==> config.mk <==
export PLATFORM = sky130hd
export DESIGN_NAME = aes_round_sched
export DESIGN_NICKNAME = d
export VERILOG_FILES = /design/src/rtl/aes_round_sched_pkg.sv /design/src/rtl/aes_round_sched_watchdog.sv /design/src/rtl/aes_round_sched.sv
export SDC_FILE = /design/constraint.sdc
export NUM_CORES = 1
export LEC_CHECK = 0
export CAP_MARGIN = 30
export CORE_AREA = 2 2 363 365
export CTS_CLUSTER_SIZE = 12
export DETAILED_ROUTE_END_ITERATION = 7
export DIE_AREA = 0 0 365 367
export HOLD_SLACK_MARGIN = 0.15
export MAX_ROUTING_LAYER = met4
export PLACE_DENSITY = 0.33
export SLEW_MARGIN = 10
export SYNTH_ARGS = -nofsm -noshare
export SYNTH_HDL_FRONTEND = slang
export SYNTH_HIERARCHICAL = 1
export SYNTH_SLANG_ARGS = --single-unit
==> constraint.sdc <==
create_clock -name clk -period 8.1 [get_ports clk]
set_input_delay 0.81 -clock clk [delete_from_list [all_inputs] [get_ports clk]]
set_output_delay 0.81 -clock clk [all_outputs]
set_load 0.02 [all_outputs]
==> src/rtl/aes_round_sched_pkg.sv <==
// Shared definitions for the AES-128 round scheduler: stage indices,
// FSM encoding and the default round count.
package aes_round_sched_pkg;

  localparam int AES_NR_128 = 10;

  localparam logic [1:0] STG_SB  = 2'd0;
  localparam logic [1:0] STG_SR  = 2'd1;
  localparam logic [1:0] STG_MC  = 2'd2;
  localparam logic [1:0] STG_ARK = 2'd3;

  typedef enum logic [3:0] {
    ST_IDLE      = 4'd0,
    ST_ISSUE_SB  = 4'd1,
    ST_WAIT_SB   = 4'd2,
    ST_ISSUE_SR  = 4'd3,
    ST_WAIT_SR   = 4'd4,
    ST_ISSUE_MC  = 4'd5,
    ST_WAIT_MC   = 4'd6,
    ST_ISSUE_ARK = 4'd7,
    ST_WAIT_ARK  = 4'd8,
    ST_DONE      = 4'd9
  } state_e;

endpackage

==> src/rtl/aes_round_sched_watchdog.sv <==
// Stage-ready watchdog: cleared on issue, counts wait cycles, flags expiry
// on the wait cycle that brings the count to TIMEOUT. Saturates, never wraps.
module aes_stage_watchdog #(
  parameter int TIMEOUT = 255
) (
  input  logic clk,
  input  logic rst,
  input  logic clr_in,
  input  logic en_in,
  output logic expire_out
);

  localparam logic [7:0] LIMIT = 8'(TIMEOUT - 1);

  logic [7:0] cnt_q, cnt_d;

  // next count: clear wins, otherwise saturating increment while enabled
  always_comb begin
    cnt_d = cnt_q;
    if (clr_in) begin
      cnt_d = 8'd0;
    end else if (en_in && (cnt_q != 8'hFF)) begin
      cnt_d = cnt_q + 8'd1;
    end else begin
      cnt_d = cnt_q;
    end
  end

  assign expire_out = en_in && (cnt_q == LIMIT);

  // counter register
  always_ff @(posedge clk or negedge rst) begin
    if (!rst) begin
      cnt_q <= 8'd0;
    end else begin
      cnt_q <= cnt_d;
    end
  end

endmodule

==> src/rtl/aes_round_sched.sv <==
// AES-128 round scheduler: owns the cipher state and sequences the SB/SR/MC/ARK
// stage blocks through their start/ready pulse handshake, one stage at a time.
module aes_round_sched
  import aes_round_sched_pkg::*;
#(
  parameter int NR      = AES_NR_128,
  parameter int TIMEOUT = 255
) (
  input  logic         clk,
  input  logic         rst,
  input  logic         start_in,
  input  logic [127:0] data_in,
  output logic [3:0]   stg_start_out,
  output logic [127:0] stg_data_out,
  input  logic [3:0]   stg_ready_in,
  input  logic [511:0] stg_result_in,
  output logic [3:0]   key_idx_out,
  output logic [3:0]   round_out,
  output logic         busy_out,
  output logic         done_out,
  output logic         err_out,
  output logic [127:0] data_out
);

  localparam logic [3:0] NR_L = 4'(NR);

  state_e         state_q, state_d;
  logic [127:0]   cipher_q, cipher_d;
  logic [127:0]   data_out_q, data_out_d;
  logic [3:0]     round_q, round_d;
  logic [3:0]     stg_start_q, stg_start_d;
  logic           busy_q, busy_d;
  logic           done_q, done_d;
  logic           err_q, err_d;

  logic [1:0]     wait_idx;
  logic           in_wait;
  logic           in_issue;
  logic           ready_hit;
  logic           expire;
  logic [127:0]   result_sel;

  // decode which stage (if any) is being issued or awaited
  always_comb begin
    wait_idx = STG_SB;
    in_wait  = 1'b0;
    in_issue = 1'b0;
    case (state_q)
      ST_ISSUE_SB, ST_ISSUE_SR, ST_ISSUE_MC, ST_ISSUE_ARK: in_issue = 1'b1;
      ST_WAIT_SB:  begin in_wait = 1'b1; wait_idx = STG_SB;  end
      ST_WAIT_SR:  begin in_wait = 1'b1; wait_idx = STG_SR;  end
      ST_WAIT_MC:  begin in_wait = 1'b1; wait_idx = STG_MC;  end
      ST_WAIT_ARK: begin in_wait = 1'b1; wait_idx = STG_ARK; end
      default:     begin in_wait = 1'b0; end
    endcase
  end

  assign result_sel = stg_result_in[{wait_idx, 7'd0} +: 128];
  assign ready_hit  = in_wait && stg_ready_in[wait_idx];

  aes_stage_watchdog #(.TIMEOUT(TIMEOUT)) u_watchdog (
    .clk        (clk),
    .rst        (rst),
    .clr_in     (in_issue),
    .en_in      (in_wait),
    .expire_out (expire)
  );

  // sequencing: ready beats a same-cycle timeout
  always_comb begin
    state_d    = state_q;
    cipher_d   = cipher_q;
    data_out_d = data_out_q;
    round_d    = round_q;
    busy_d     = busy_q;
    err_d      = 1'b0;
    case (state_q)
      ST_IDLE: begin
        if (start_in) begin
          state_d  = ST_ISSUE_ARK;
          cipher_d = data_in;
          round_d  = 4'd0;
          busy_d   = 1'b1;
        end else begin
          state_d = ST_IDLE;
        end
      end
      ST_ISSUE_SB:  state_d = ST_WAIT_SB;
      ST_ISSUE_SR:  state_d = ST_WAIT_SR;
      ST_ISSUE_MC:  state_d = ST_WAIT_MC;
      ST_ISSUE_ARK: state_d = ST_WAIT_ARK;
      ST_WAIT_SB, ST_WAIT_SR, ST_WAIT_MC, ST_WAIT_ARK: begin
        if (ready_hit) begin
          cipher_d = result_sel;
          if (state_q == ST_WAIT_SB) begin
            state_d = ST_ISSUE_SR;
          end else if (state_q == ST_WAIT_SR) begin
            state_d = (round_q == NR_L) ? ST_ISSUE_ARK : ST_ISSUE_MC;
          end else if (state_q == ST_WAIT_MC) begin
            state_d = ST_ISSUE_ARK;
          end else if (round_q == NR_L) begin
            state_d    = ST_DONE;
            data_out_d = result_sel;
            busy_d     = 1'b0;
          end else begin
            state_d = ST_ISSUE_SB;
            round_d = round_q + 4'd1;
          end
        end else if (expire) begin
          state_d = ST_IDLE;
          busy_d  = 1'b0;
          err_d   = 1'b1;
        end else begin
          state_d = state_q;
        end
      end
      ST_DONE: state_d = ST_IDLE;
      default: state_d = ST_IDLE;
    endcase
  end

  // registered one-hot start and done strobe follow the next state
  always_comb begin
    stg_start_d = 4'b0000;
    done_d      = 1'b0;
    case (state_d)
      ST_ISSUE_SB:  stg_start_d = 4'b0001;
      ST_ISSUE_SR:  stg_start_d = 4'b0010;
      ST_ISSUE_MC:  stg_start_d = 4'b0100;
      ST_ISSUE_ARK: stg_start_d = 4'b1000;
      ST_DONE:      done_d      = 1'b1;
      default:      stg_start_d = 4'b0000;
    endcase
  end

  // state and output registers
  always_ff @(posedge clk or negedge rst) begin
    if (!rst) begin
      state_q     <= ST_IDLE;
      cipher_q    <= 128'd0;
      data_out_q  <= 128'd0;
      round_q     <= 4'd0;
      stg_start_q <= 4'd0;
      busy_q      <= 1'b0;
      done_q      <= 1'b0;
      err_q       <= 1'b0;
    end else begin
      state_q     <= state_d;
      cipher_q    <= cipher_d;
      data_out_q  <= data_out_d;
      round_q     <= round_d;
      stg_start_q <= stg_start_d;
      busy_q      <= busy_d;
      done_q      <= done_d;
      err_q       <= err_d;
    end
  end

  assign stg_start_out = stg_start_q;
  assign stg_data_out  = cipher_q;
  assign key_idx_out   = round_q;
  assign round_out     = round_q;
  assign busy_out      = busy_q;
  assign done_out      = done_q;
  assign err_out       = err_q;
  assign data_out      = data_out_q;

endmodule

* Yosys cells after proc, flatten, opt, wreduce, memory -nomap -nowiden
Index checks and enable logic that the tools add are counted.
** Storage, ports and cells
- Register bits after elaboration :: 279
- Input bits :: 647
- Logic and storage cells :: 94
- Output and inout bits :: 271
** Cells by class
- $add $sub $neg :: 2
- Shifts and indexed selects :: 1
- Equality and inequality tests :: 27
- Reduce and logical (&&, ||, !) cells :: 12
- Bitwise operators :: 3
- Mux-type cells :: 39
- $lt $le $gt $ge :: 1
** Operators by type and width (number)
- $shiftx A512 B10 Y128 :: 1
- $mux W128 :: 2
- $pmux W128 S2 :: 1
- $mux W4 :: 12
- $eq A4 B3 Y1 const B :: 6
- $pmux W4 S6 :: 1
- $mux W8 :: 2
- $pmux W4 S4 :: 1
- $mux W1 :: 14
- $reduce_and A7 Y1 :: 2
- $eq A4 B2 Y1 const B :: 3
- $eq A4 B4 Y1 const B :: 3
- $ne A2 B2 Y1 const B :: 5
- $ne A3 B3 Y1 const B :: 3
- $add A8 B1 Y8 const B :: 1
- $eq A4 B1 Y1 const B :: 2
- $eq A8 B8 Y1 const B :: 1
- $ne A8 B8 Y1 const B :: 1
- $pmux W4 S2 :: 1
- $reduce_or A4 Y1 :: 2
- $pmux W2 S3 :: 1
- $reduce_and A6 Y1 :: 1
- $add A4 B1 Y4 const B :: 1
- $logic_not A4 Y1 :: 1
- other kinds (12) :: 17

* Depth between registers and ports, before layout
Gate-level depths: netlist of run 1.
- Word-level depth :: 9
- Gate-level depth with buffers :: 13
- Gate-level depth less buffers :: 10

* By module
Netlist of run 1, hierarchy kept.
** Modules (own cells, without submodules)
- aes_round_sched :: sequential area each 6781.5 sq um, times used 1, cells each 1371, area each 15164.5 sq um
- aes_stage_watchdog :: sequential area each 200.2 sq um, times used 1, cells each 50, area each 479.2 sq um

* Worst setup path after synthesis of run 1
Ideal clock, no wire load.
- Path type :: register -> register
- From :: register state_q[2]
- To :: register stg_start_q[1], in the netlist stg_start_out[1]
- Required time :: 8.004 ns
- Library setup time :: 0.096 ns
- Clock period less this slack :: 2.657 ns
- Slack :: 5.443 ns
- Arrival :: 2.561 ns
- Cell stages (with the launch flop) :: 14
- Cell sequence :: dfrtp_1 > buf_2 > nor2_1 > xnor2_1 > nor2_1 > buf_2 > buf_2 > nand3_2 > nor3_1 > nor2b_1 > o21ai_0 > a32oi_1 > inv_1 > nor4_2
** Between the ends
- Word-level cells in the longest chain between the ends :: 9
- Elaborated cells between the ends (all ways) :: 27
** RTL lines
- start, declared :: RTL line aes_round_sched.sv:27 : state_e state_q, state_d;
- start signal, assigned :: RTL line aes_round_sched.sv:148 : state_q <= state_d;
- $eq A4 B2 Y1, or another cell as far along :: RTL line aes_round_sched.sv:48 : case (state_q)
- $reduce_or A4 Y1 (no source line) *
- $mux W1 * :: RTL line aes_round_sched.sv:48
- net in_wait :: RTL line aes_round_sched.sv:37 : logic in_wait;
- $logic_and A1 B1 Y1 * :: RTL line aes_round_sched_watchdog.sv:29 : assign expire_out = en_in && (cnt_q == LIMIT);
- net expire :: RTL line aes_round_sched.sv:40 : logic expire;
- $mux W4 * :: RTL line aes_round_sched.sv:109 : end else if (expire) begin
- $mux W4 * :: RTL line aes_round_sched.sv:93 : if (ready_hit) begin
- $pmux W4 S6 * :: RTL line aes_round_sched.sv:77 : case (state_q)
- net state_d[2] :: RTL line aes_round_sched.sv:27
- $eq A4 B3 Y1, or another cell as far along :: RTL line aes_round_sched.sv:126 : case (state_d)
- $pmux W4 S4 * :: RTL line aes_round_sched.sv:126
- net stg_start_d[1] :: RTL line aes_round_sched.sv:31 : logic [3:0] stg_start_q, stg_start_d;
- end signal, assigned :: RTL line aes_round_sched.sv:152 : stg_start_q <= stg_start_d;
- end, declared :: RTL line aes_round_sched.sv:31
The timed path passes the listed nets; every way through them passes the cells marked *. The select of a mux whose other input is x is not followed.
A chain may end at the register's enable or synchronous reset.

* Final worst setup path of run 1
- From :: register state_q[2]
- To :: register cipher_q[46], in the netlist stg_data_out[46]
** Between the ends
- Word-level cells in the longest chain between the ends :: 7
- Elaborated cells between the ends (all ways) :: 18
** RTL lines
- parallel branches: the longest is 7 deep, another holds $shiftx A512 B10 Y128
- end signal, assigned :: RTL line aes_round_sched.sv:149 : cipher_q <= cipher_d;
- end, declared :: RTL line aes_round_sched.sv:28 : logic [127:0] cipher_q, cipher_d;
Parallel ways; which one is timed is not known. The select of a mux whose other input is x is not followed.

==> results of run 1 <==
[cell usage after synthesis (3+ instances only)]
cell and count:
a21oi_1 5, o21ai_0 5, mux2i_1 3, o22ai_1 128, nor2b_1 4, nor3_1 134, mux2_2 324, buf_6 10
a211oi_1 132, clkbuf_1 41, mux2_1 63, o211ai_1 3, buf_2 60, nor2_1 138, inv_1 9, ha_1 4
buf_1 11, nor4bb_1 3, dfrtp_1 279, nand3_1 3, nand2b_1 6, nand2_1 10, nand4_1 3, buf_4 14
[layout make-up]
class | count | area (µm²) | share of cell area
Antenna cell | 24 | 60.1 | 0.00213
Clock buffer | 61 | 1210 | 0.0431
Clock inverter | 9 | 138 | 0.00489
Inverter | 9 | 33.8 | 0.00120
Multi-Input combinational cell | 997 | 8000 | 0.284
Sequential cell | 279 | 6980 | 0.248
Tap cell | 1755 | 2200 | 0.0780
Timing Repair Buffer | 948 | 9520 | 0.338
[power by group through the flow]
stage                     Sequential [µW]  Clock [µW]  Combinational [µW]
after floorplan                      2410           0                3030
after global placement               2070           0                5990
after detailed placement             2070           0                6070
after CTS                            2050        1950                6080
after global routing                 2090        2010                6360
final                                2040        1860                5930
[metal layers]
layer,vias up,GRT usage
li1,7106,-
met1,7891,0.163
met2,565,0.253
met3,83,0.0481
met4,0,0.0423
met5,-,-
[sequential cells by signal, summed over array words and instances, names as in the netlist]
signal and count:
data_out 128, stg_data_out 128, u_watchdog/cnt_q 8, key_idx_out 4, state_q 4, stg_start_out 4
busy_out 1, done_out 1, err_out 1
[critical path: cells and delay by family, from the launching register on]
| family | cells | cell delay [ns] |
|---|---|---|
| buf+inv | 2 | 1.14 |
| compound gates | 2 | 0.95 |
| flops | 1 | 0.68 |
| simple gates | 1 | 0.40 |
| mux | 2 | 0.39 |
[metrics by stage]
step | total power (µW) | hold slack [ns] | utilization | worst slack, ns
3_3_place_gp | 8060 | 0.475 | 0.204 | 4.18
3_5_place_dp | 8130 | 0.480 | 0.205 | 4.18
2_1_floorplan | 5430 | 0.514 | - | 5.44
4_1_cts | 10100 | 0.210 | 0.215 | 4.23
6_report | 9830 | 0.225 | 0.216 | 4.26
5_1_grt | 10500 | 0.234 | 0.216 | 4.10
[cells by family (layout without fill, tap and decap cells)]
kind of cell	count (synthesis)	count (layout)	share of synthesized area
xor+xnor	1	1	0.000560
fa+ha+maj	4	4	0.00320
mux	390	390	0.280
compound gates	285	285	0.126
buf+inv	145	1027	0.0477
simple gates	317	317	0.0956
flops	279	279	0.446
other cells	0	24	0
[worst paths after layout]
check	depth (start not counted)	endpoint	startpoint
worst max-delay path	7	stg_data_out[46]	state_q[2]
worst min-delay path	1	data_out[3]	rst
worst max register to register	7	stg_data_out[46]	state_q[2]
worst min register to register	1	stg_data_out[8]	stg_data_out[8]
max in group asynchronous	4	data_out[73]	rst
min in group clk	1	stg_data_out[8]	stg_data_out[8]
==> qor.yml, run 1 <==
sta:
  hold_viol: 0
  fin_crit_sh: 0.474
  finalMaxSlewViolations: 0
  timing.slew.headroom: 0.302
  fin_setup_tns_ns: 0
  worst_pin_slew_ns: 1.04
  setup_violations: 0
  skew_ns: 0.0242
  rsz0062_at_grt: "no"
  finalCriticalPeriod_ns: 3.84
  max_freq_mhz: 260
run_status:
  status: "finished, final reports clean"
logic_synthesis:
  synth_top_area_frac: 0.446
  synth_flop_cell: "dfrtp_1"
  yosys_warnings: 6
  synthArstFlopShare: 1.00
  synthCells: 1421
  ys_types: 49
  synth_area_mm2: 0.0156
  syn_nets: 2072
  synth_largest_area_cell: "dfrtp_1"
  postSynthAreaPerCell_um2: 11.0
  ys_top_cells_by_area: "dfrtp_1 (45%), mux2_2 (23%), a211oi_1 (6.3%)"
  ys_ff_latch: 279
  synth_edf_count: 0
  synth.yosys.seq_area_share: 0.446
power:
  p_sw_uw: 4350
  cellLeakagePower_uw: 0.0107
  swShare: 0.442
  seqPwrFrac: 0.208
  pwr-share-clk: 0.189
  ir_worst_vdd_mv: 0.235
  comb_power_share: 0.603
  powerDensity_mw_per_mm2: 349
  p_int_uw: 5480
drt:
  m1WireLength_mm: 39.4
  detail-route-antenna-nets: 0
  met3_length_mm: 7.66
  routed-via-count: 15600
  dr.pass1.iters: 5
  wl_per_cell_um: 24.5
  wl_met2_mm: 50.8
  wl_mm: 99.8
  drc: 0
  top_layer: "met4"
  viasPerCell: 3.83
  drt_iter0_markers: 883
clock_network:
  cts_resized: 0
  cts-root-buf: "clkbuf_16"
  clk_latency_ns: 0.58
  cts_sinks: 279
  clockBufferDepth: 3
  post_cts_buffers: 0
  cts_tree: "built"
  ctsHoldBuffers: 0
  cts_buffers: 41
  h-tree-depth: 2
  cts.clk_slew.worst_paths_ns: 0.06
layout:
  final_common_cell: "clkdlybuf4s50_1"
  drive_gt1_frac: 0.187
  stdcell_count: 4082
  final_area_mm2: 0.0281
  syn_to_final_growth_pct: 79.9
  final_cell_mix: "clkdlybuf4s50_1 (916), mux2_2 (324), dfrtp_1 (279)"
  fillers: 14300
  nets: 2927
global_route:
  grt_overflow: 0
  track_usage: 0.148
  grt_pass1_vias: 17000
  antenna_found_initial: 24
  grt_pass1_wl_mm: 136
  grt_max_degree: 131
worst_setup_path:
  critPathCaptureType: "flop"
  critPathMaxFanout: 59
  slowest_stage: "dfrtp_1"
  r2r_setup_slack_ns: 4.26
  cpPeakStageDelay_ns: 0.68
  critical_path_required_ns: 8.61
  cp_cell_sequence: "nand2b_4, buf_4, buf_4, o22ai_1, a211oi_1, mux2_2, mux2_2"
  path_class: "reg -> reg"
  crit_arrival_ns: 4.36
  start_kind: "flop"
placement:
  port_buffers: 917
  finalWeightedCongestion: 0.879
  dp_cells: 3987
  dpl_cell_area_mm2: 0.0267
  dp_hpwl_mm: 76.8
run:
  cap_viol_max_count: 0
floorplan:
  fp.dieH_um: 367
  start_util: 0.120
  dieArea_mm2: 0.134
  core.rowCount: 133
  core_area_mm2: 0.130
  die_w_um: 365
  ios: 918
worst_hold_path:
  worst_hold_path_type: "in -> async"
No activity file was read; power rests on OpenSTA's default activity.
==> run 2, diff against run 1 <==
CORE_AREA = 2 2 353 355   (was 2 2 363 365)
DIE_AREA = 0 0 355 357   (was 0 0 365 367)
PLACE_DENSITY = 0.36   (was 0.33)
clock period = 3.1 ns   (was 8.1 ns; I/O delays follow)
==> qor.yml, run 2 (same netlist as run 1, synthesis figures left out) <==
power:
  cellLeakagePower_uw: 0.0110
  ir_worst_vdd_mv: 0.736
  powerDensity_mw_per_mm2: 896
  comb_power_share: 0.622
  p_int_uw: 14600
  swShare: 0.429
  pwr-share-clk: 0.170
  p_sw_uw: 10900
  seqPwrFrac: 0.208
drt:
  drc: 0
  wl_per_cell_um: 22.1
  viasPerCell: 3.94
  drt_iter0_markers: 818
  dr.pass1.iters: 5
  wl_mm: 88.6
  detail-route-antenna-nets: 0
  routed-via-count: 15700
sta:
  max_freq_mhz: 346
  worst_pin_slew_ns: 0.888
  hold_viol: 0
  finalMaxSlewViolations: 0
  finalWorstSetupSlack_ns: 0.207
  rsz0062_at_grt: "no"
  setup_violations: 0
  finalCriticalPeriod_ns: 2.89
  skew_ns: 0.0265
  fin_setup_tns_ns: 0
  fin_crit_sh: 0.933
  timing.slew.headroom: 0.403
floorplan:
  dieArea_mm2: 0.127
  die_w_um: 355
  ios: 918
  fp.dieH_um: 357
  core.rowCount: 129
  core_area_mm2: 0.123
  start_util: 0.127
clock_network:
  clockBufferDepth: 3
  cts_buffers: 38
  cts-root-buf: "clkbuf_16"
  cts.clk_slew.worst_paths_ns: 0.06
  post_cts_buffers: 0
  cts_tree: "built"
  cts_sinks: 279
  clk_latency_ns: 0.57
  h-tree-depth: 2
layout:
  drive_gt1_frac: 0.205
  nets: 2979
  area.sequential_mm2: 0.00698
  final_common_cell: "clkdlybuf4s50_1"
  syn_to_final_growth_pct: 81.9
  multiInputGateArea_mm2: 0.00799
  fillers: 13300
  final_cell_mix: "clkdlybuf4s50_1 (916), mux2_2 (324), dfrtp_1 (279)"
global_route:
  grt_max_degree: 73
  antenna_found_initial: 11
  grt_pass1_vias: 16800
  grt_overflow: 0
  grt_pass1_wl_mm: 123
  track_usage: 0.137
run:
  cap_viol_max_count: 0
placement:
  dp_hpwl_mm: 70.9
  finalWeightedCongestion: 0.884
  pre_cts_slack_ns: 0.133
  port_buffers: 917
worst_setup_path:
  critPathCaptureType: "flop"
  critical_path_required_ns: 3.60
  path_class: "reg -> reg"
  critPathMaxFanout: 42
  crit_arrival_ns: 3.40
  cp_cell_sequence: "nor3b_2, buf_12, buf_4, nor3_1, a211oi_1, buf_4, mux2_2, mux2_2"
  start_kind: "flop"
  slowest_stage: "dfrtp_1"
  cpPeakStageDelay_ns: 0.68
worst_hold_path:
  worst_hold_path_type: "in -> async"
run_status:
  status: "finished, final reports clean"
-- run 2: final timing paths --
kind                                  start          endpoint  slack (ns)  cells past startpoint
max                              state_q[2]  stg_data_out[48]        0.21                      8
min                                     rst      data_out[32]        0.35                      2
max reg2reg                      state_q[2]  stg_data_out[48]        0.21                      8
min reg2reg                stg_data_out[76]  stg_data_out[76]        0.49                      1
max in group asynchronous               rst      data_out[34]        1.91                      3
min in group clk                data_in[17]  stg_data_out[17]        0.45                      3
-- run 2: per-layer routing --
layer / GRT usage / routed length, µm
met2: 0.233 / 44700
met4: 0.0429 / 2620
met1: 0.154 / 35100
met3: 0.0372 / 6160
met5: - / 0
-- run 2: final cells by class --
type | instances | area share
well taps | 1637 | 0.0720
repair buffers | 1003 | 0.358
clock inverters | 11 | 0.00308
clock buffers | 57 | 0.0391
multi-input cells | 997 | 0.281
diodes | 9 | 0.000791
inverters | 9 | 0.00119
flip-flops and latches | 279 | 0.245
-- run 2: power by group through the flow --
stage | registers (µW) | logic (µW) | clock network (µW)
finish | 5320 | 15900 | 4340
global route | 5440 | 17000 | 4700
CTS | 5320 | 16200 | 4560
detailed placement | 5370 | 16100 | 0
global placement | 5360 | 16000 | 0
floorplan | 6290 | 7910 | 0
-- run 2: per-stage QoR --
stage	std cells	cell area (µm²)	hold slack (ns)	total power, µW	util
4_1_cts	3993	28400	0.340	26000	0.231
6_report	4002	28500	0.346	25500	0.231
2_1_floorplan	1421	15600	0.0144	14200	-
3_5_place_dp	3924	27200	0.384	21500	0.221
5_1_grt	3999	28500	0.361	27100	0.231
3_3_place_gp	3924	27200	0.357	21400	0.221
-- run 2: timing repair --
action	CTS	global route
hold buffers	1	0
hold endpoints to repair	63	0
resized for setup	0	1
endpoints found under the setup margin	0	1
-- run 2: critical path: cells and delay by family, from the launching register on --
family                 cells  cell delay [ns]
DFF                        1             0.68
buffers and inverters      3             0.81
and+or+nand+nor            2             0.55
muxes                      2             0.28
AOI/OAI and AO/OA          1             0.39
